**config.mk**
```make
export PLATFORM = sky130hd
export DESIGN_NAME = uart_rx_fifo
export DESIGN_NICKNAME = d
export VERILOG_FILES = /design/src/rtl/uart_rx_fifo.sv
export SDC_FILE = /design/constraint.sdc
export NUM_CORES = 1
export LEC_CHECK = 0
export ABC_AREA = 1
export CORE_UTILIZATION = 41
export CTS_BUF_LIST = sky130_fd_sc_hd__clkbuf_2 sky130_fd_sc_hd__clkbuf_4 sky130_fd_sc_hd__clkbuf_8
export DETAILED_ROUTE_END_ITERATION = 10
export GPL_TIMING_DRIVEN = 0
export SETUP_SLACK_MARGIN = 0.1
export SYNTH_ARGS = -nofsm -noshare
export SYNTH_HDL_FRONTEND = slang
export SYNTH_SLANG_ARGS = --single-unit
```
**constraint.sdc**
```tcl
create_clock -name clk -period 2.6 [get_ports clk]
set_input_delay 0.65 -clock clk [delete_from_list [all_inputs] [get_ports clk]]
set_output_delay 0.65 -clock clk [all_outputs]
set_load 0.03 [all_outputs]
```
**src/rtl/uart_rx_fifo.sv**
```systemverilog
// UART receiver with optional parity check, feeding a show-ahead FIFO.
// Sticky error flags are raised by line events; the interrupt level is driven by FIFO occupancy.
module uart_rx_fifo #(
    parameter int WAIT      = 16,
    parameter int DATA_BITS = 8,
    parameter int PARITY    = 0,
    parameter int DEPTH     = 4,
    parameter int IRQ_LEVEL = 1
) (
    input  logic                       clk,
    input  logic                       reset,
    input  logic                       uart_rx,
    input  logic                       intr_en,
    input  logic                       rd_en,
    input  logic                       err_clr,
    output logic [DATA_BITS-1:0]       r_data,
    output logic                       r_valid,
    output logic [$clog2(DEPTH):0]     count,
    output logic                       irr,
    output logic                       overrun,
    output logic                       frame_err,
    output logic                       parity_err
);
    localparam int AW   = $clog2(DEPTH);
    localparam int CNTW = AW + 1;
    localparam int CW   = $clog2(WAIT);
    localparam int BW   = $clog2(DATA_BITS);

    // state     | meaning
    // WAIT_IDLE | line must return high before a start bit is accepted
    // IDLE      | waiting for a falling edge
    // START     | mid-start-bit check; DATA / PAR / STOP sample one bit per WAIT
    typedef enum logic [2:0] {
        S_WAIT_IDLE, S_IDLE, S_START, S_DATA, S_PAR, S_STOP
    } state_t;

    state_t                 state_q, state_d;
    logic                   rx_meta_q, rx_s_q;
    logic [CW-1:0]          cyc_q, cyc_d;
    logic [BW-1:0]          bit_q, bit_d;
    logic [DATA_BITS-1:0]   shift_q, shift_d;
    logic                   par_bad_q, par_bad_d;
    logic [AW-1:0]          wr_ptr_q, wr_ptr_d, rd_ptr_q, rd_ptr_d;
    logic [CNTW-1:0]        count_q, count_d;
    logic                   irr_q, irr_d;
    logic                   overrun_q, overrun_d, frame_err_q, frame_err_d;
    logic                   parity_err_q, parity_err_d;
    logic [DATA_BITS-1:0]   mem_q [DEPTH];

    logic push, fe_ev, pe_ev, tick, exp_par;
    logic pop, full, push_ok, drop;

    assign tick    = (cyc_q == '0);
    assign exp_par = (PARITY == 2) ? ~^shift_q : ^shift_q;

    always_ff @(posedge clk or negedge reset) begin
        if (!reset) begin
            rx_meta_q <= 1'b1;
            rx_s_q    <= 1'b1;
        end else begin
            rx_meta_q <= uart_rx;
            rx_s_q    <= rx_meta_q;
        end
    end

    always_comb begin
        state_d   = state_q;
        cyc_d     = tick ? cyc_q : cyc_q - CW'(1);
        bit_d     = bit_q;
        shift_d   = shift_q;
        par_bad_d = par_bad_q;
        push      = 1'b0;
        fe_ev     = 1'b0;
        pe_ev     = 1'b0;
        case (state_q)
            S_WAIT_IDLE: if (rx_s_q) state_d = S_IDLE;
            S_IDLE: begin
                if (!rx_s_q) begin
                    cyc_d   = CW'(WAIT / 2 - 1);
                    state_d = S_START;
                end
            end
            S_START: begin
                if (tick) begin
                    if (rx_s_q) begin
                        state_d = S_IDLE;
                    end else begin
                        cyc_d     = CW'(WAIT - 1);
                        bit_d     = BW'(DATA_BITS - 1);
                        par_bad_d = 1'b0;
                        state_d   = S_DATA;
                    end
                end
            end
            S_DATA: begin
                if (tick) begin
                    shift_d = {rx_s_q, shift_q[DATA_BITS-1:1]};
                    cyc_d   = CW'(WAIT - 1);
                    if (bit_q == '0) state_d = (PARITY != 0) ? S_PAR : S_STOP;
                    else             bit_d   = bit_q - BW'(1);
                end
            end
            S_PAR: begin
                if (tick) begin
                    par_bad_d = (rx_s_q != exp_par);
                    cyc_d     = CW'(WAIT - 1);
                    state_d   = S_STOP;
                end
            end
            S_STOP: begin
                if (tick) begin
                    if (rx_s_q) begin
                        pe_ev   = par_bad_q;
                        push    = ~par_bad_q;
                        state_d = S_IDLE;
                    end else begin
                        fe_ev   = 1'b1;
                        state_d = S_WAIT_IDLE;
                    end
                end
            end
            default: state_d = S_WAIT_IDLE;
        endcase
    end

    // A pop on a full FIFO frees the slot the simultaneous push lands in.
    assign pop     = rd_en & (count_q != '0);
    assign full    = (count_q == CNTW'(DEPTH));
    assign push_ok = push & (~full | pop);
    assign drop    = push & full & ~pop;

    always_comb begin
        count_d = count_q;
        case ({push_ok, pop})
            2'b10:   count_d = count_q + CNTW'(1);
            2'b01:   count_d = count_q - CNTW'(1);
            default: count_d = count_q;
        endcase
        wr_ptr_d     = push_ok ? wr_ptr_q + AW'(1) : wr_ptr_q;
        rd_ptr_d     = pop ? rd_ptr_q + AW'(1) : rd_ptr_q;
        irr_d        = intr_en & (count_q >= CNTW'(IRQ_LEVEL));
        overrun_d    = (overrun_q & ~err_clr) | drop;
        frame_err_d  = (frame_err_q & ~err_clr) | fe_ev;
        parity_err_d = (parity_err_q & ~err_clr) | pe_ev;
    end

    always_ff @(posedge clk or negedge reset) begin
        if (!reset) begin
            state_q      <= S_WAIT_IDLE;
            cyc_q        <= '0;
            bit_q        <= '0;
            shift_q      <= '0;
            par_bad_q    <= 1'b0;
            wr_ptr_q     <= '0;
            rd_ptr_q     <= '0;
            count_q      <= '0;
            irr_q        <= 1'b0;
            overrun_q    <= 1'b0;
            frame_err_q  <= 1'b0;
            parity_err_q <= 1'b0;
        end else begin
            state_q      <= state_d;
            cyc_q        <= cyc_d;
            bit_q        <= bit_d;
            shift_q      <= shift_d;
            par_bad_q    <= par_bad_d;
            wr_ptr_q     <= wr_ptr_d;
            rd_ptr_q     <= rd_ptr_d;
            count_q      <= count_d;
            irr_q        <= irr_d;
            overrun_q    <= overrun_d;
            frame_err_q  <= frame_err_d;
            parity_err_q <= parity_err_d;
        end
    end

    always_ff @(posedge clk) begin
        if (push_ok) mem_q[wr_ptr_q] <= shift_q;
    end

    assign r_valid    = (count_q != '0);
    assign r_data     = r_valid ? mem_q[rd_ptr_q] : '0;
    assign count      = count_q;
    assign irr        = irr_q;
    assign overrun    = overrun_q;
    assign frame_err  = frame_err_q;
    assign parity_err = parity_err_q;

endmodule

```
==> summary.md <==
| Metric | Value |
|---|---|
| Avg WL per Cell | `12.0 µm` |
| Mapped Cells | `335` |
| Final min period | `2.44 ns` |
| Worst setup path class | `reg -> out` |
| Synth warn | `0` |
| Area growth syn-to-layout | `17.2%` |
| Ys flop type | `edfxtp_1` |
| Worst path cell trace | `inv_1 > ha_1 > inv_1 > nor2_4 > buf_4 > a21oi_1 > clkbuf_2` |
| Largest net degree at the start of global routing | `33` |
| CTS Sinks | `64` |
| DRT Wirelength | `5680 µm` |
| Final hold violation count | `0` |
| Initial Utilization | `0.427` |
| I/O pin cnt | `22` |
| Crit path DAT | `1.79 ns` |
| WP depth | `7` |
| Post-synthesis sequential area ratio | `0.567` |
| Avg Synthesized Cell Area | `9.29 µm²` |
| Cell accounting for the most synthesized area | `edfxtp_1` |
| Peak VDD IR | `0.494 mV` |
| Setup TNS Final | `0 ns` |
| Area contributors post-synth | `edfxtp_1 (31%), dfrtp_1 (24%), nand2_1 (8.0%), nor2_1 (6.2%), o21ai_0 (5.1%)` |
| Worst Clk Skew | `0.00951 ns` |
| Slew at the pin closest to its max-slew limit | `0.720 ns` |
| Die Area | `7940 µm²` |
| Layout cell share with drive strength beyond 1 | `0.144` |
| Syn nets | `353` |
| Max incr delay on CP | `0.46 ns` |
| Crit path capture type | `output port` |
| Global route overflow | `0` |
| Slew HR | `0.520` |
| Antenna Nets Post-Route | `0` |
| Slowest cell on crit path | `dfrtp_1` |
| Hold WC Path Type | `in -> async` |
| Crit Path Max Fanout | `9` |
| Total core area | `7290 µm²` |
| Slew Limit Fails | `0` |
| Cell Area, Synth | `3110 µm²` |
| ANT cells | `0` |
| Via count | `2,207` |
| Reg clk slew, reported paths | `0.07 ns` |
| Die height | `89.1 µm` |
| CTS tree | `yes` |
| Power density over cell area | `1090 nW/µm²` |
| Hold-fix buffers, CTS | `0` |
| Detailed placer's ending HPWL | `3920 µm` |
| Max Freq | `409 MHz` |
| I/O Buffers | `21` |
| Crit-path most repeated cell | `inv_1` |
| Leading cell types by count after synthesis | `nand2_1 (66), nor2_1 (51), inv_1 (37), edfxtp_1 (32), o21ai_0 (32)` |
| Tot GR Track Use | `0.155` |
| H-tree depth | `3` |
| Drt drc | `0` |
| Rows | `31` |
| Die Span X | `89.1 µm` |
| Vias per cell | `4.67` |
| CTS max path bufs | `2` |
| Placed cell count | `455` |
| Number of global-route vias before repair | `1,937` |
| Nets@finish | `387` |
| CTS Buf Count | `9` |
| Worst Reg-to-Reg Cells | `8` |
| Latest clock arrival within the worst-skew pair | `0.34 ns` |
| Bufs and invs on worst path | `4` |
| Async SR Flop Fraction | `0.500` |
| Most frequent cell after synthesis | `nand2_1` |
| First-pass GRT wire length | `9060 µm` |
| Synth top area share | `0.309` |
| Required @ worst endpoint | `1.95 ns` |
| Setup violators final | `0` |
| GPL Wtd Cong | `0.764` |
| DR iter-0 viols | `97` |
| Yosys cell types | `33` |
| Root Buffer Master | `clkbuf_8` |
| Final cycle utilization of the critical path | `0.939` |
| Worst hold slack | `0.355 ns` |
| Fin cells | `473` |
| Total Power | `0.00396 W` |
| Cell family with most CP delay | `buffers and inverters` |
| Max Cap Viol | `0` |
| RSZ-0062 raised after global routing | `true` |
| Status | `finished, final reports clean` |
| P_leak | `1.66 nW` |
| Initial antenna violation count | `0` |
| Crit start category | `register` |
| Synth Register Bits | `64` |
| Initial DRT Pass Iterations | `4` |
| EDFF count, synth | `32` |
placed cells by master (no fill, tap or decap), types with 4 or more instances in the layout:
master / instances
dfrtp_1: 30
nand3_1: 10
o21ai_0: 32
a21oi_1: 14
buf_2: 10
nor2_2: 5
xor2_1: 7
nor2_1: 48
inv_1: 37
edfxtp_1: 32
inv_2: 6
o21ai_1: 5
clkbuf_8: 9
ha_1: 12
nand2_1: 66
clkdlybuf4s50_1: 11
buf_4: 4
worst paths after layout:
path	from	end	slack, ns
max	count[0]	r_data[5]	0.16
max reg2reg	cyc_q[0]	mem_q[2][2]	0.26
min reg2reg	rx_meta_q	rx_s_q	0.36
min	reset	count[2]	0.36
max in group asynchronous	reset	shift_q[1]	1.77
min in group clk	rx_meta_q	rx_s_q	0.36
registers in the layout (all words and copies together) (netlist names), 2 cells and up:
signal    count
bit_q         3
count         3
cyc_q         4
mem_q        32
rd_ptr_q      2
shift_q       8
state_q       3
wr_ptr_q      2
worst reg2reg max path, cell delays in order (launching register included):
cell	delay (ns)
dfrtp_1	0.38
inv_1	0.11
ha_1	0.24
nand2_4	0.12
inv_2	0.15
nand3_2	0.12
clkinv_1	0.07
nand2_1	0.18
nor2_1	0.58
layout make-up:
type,instances,area (µm²)
Buffer,6,40.0
Clock buffer,10,131
Clock inverter,6,83.8
Fill cell,719,3650
Inverter,45,170
Multi-Input combinational cell,220,1150
Sequential cell,64,1760
Tap cell,99,124
Timing Repair Buffer,23,179
kinds of logic (layout without fill, tap and decap cells):
group	count (synthesis)	count (layout)	synth area share
simple gates	141	141	0.193
buf+inv	51	90	0.0644
xor+xnor	9	9	0.0253
compound gates	58	58	0.101
fa+ha+maj	12	12	0.0483
flops	64	64	0.567
metrics by stage:
stage | utilization | cell area, µm² | setup slack, ns
after floorplan | - | 3110 | 0.420
final | 0.500 | 3650 | 0.158
after global routing | 0.500 | 3650 | 0.0418
after detailed placement | 0.472 | 3440 | -0.113
after CTS | 0.503 | 3670 | 0.000813
after global placement | 0.472 | 3440 | -0.0995
what timing repair did:
item,CTS,global route
setup buffers,0,2
gates resized for setup,27,20
setup endpoints to repair,9,33
per-layer routing:
layer  up-vias  global-route usage  part of all wire
li1       1164                   -                 -
met1      1015               0.195              0.47
met2        19               0.255              0.48
met3         9              0.0388             0.023
met4         0              0.0693             0.018
met5         -                   0                 0
where the power goes:
group / internal (W) / leakage, nW / switching (W) / total [W]
clock network: 0.000546 / 0.105 / 0.000395 / 0.000940
logic: 0.000595 / 0.832 / 0.00107 / 0.00167
registers: 0.00122 / 0.723 / 0.000136 / 0.00135
Note: power is estimated with default switching activity, not from simulation.
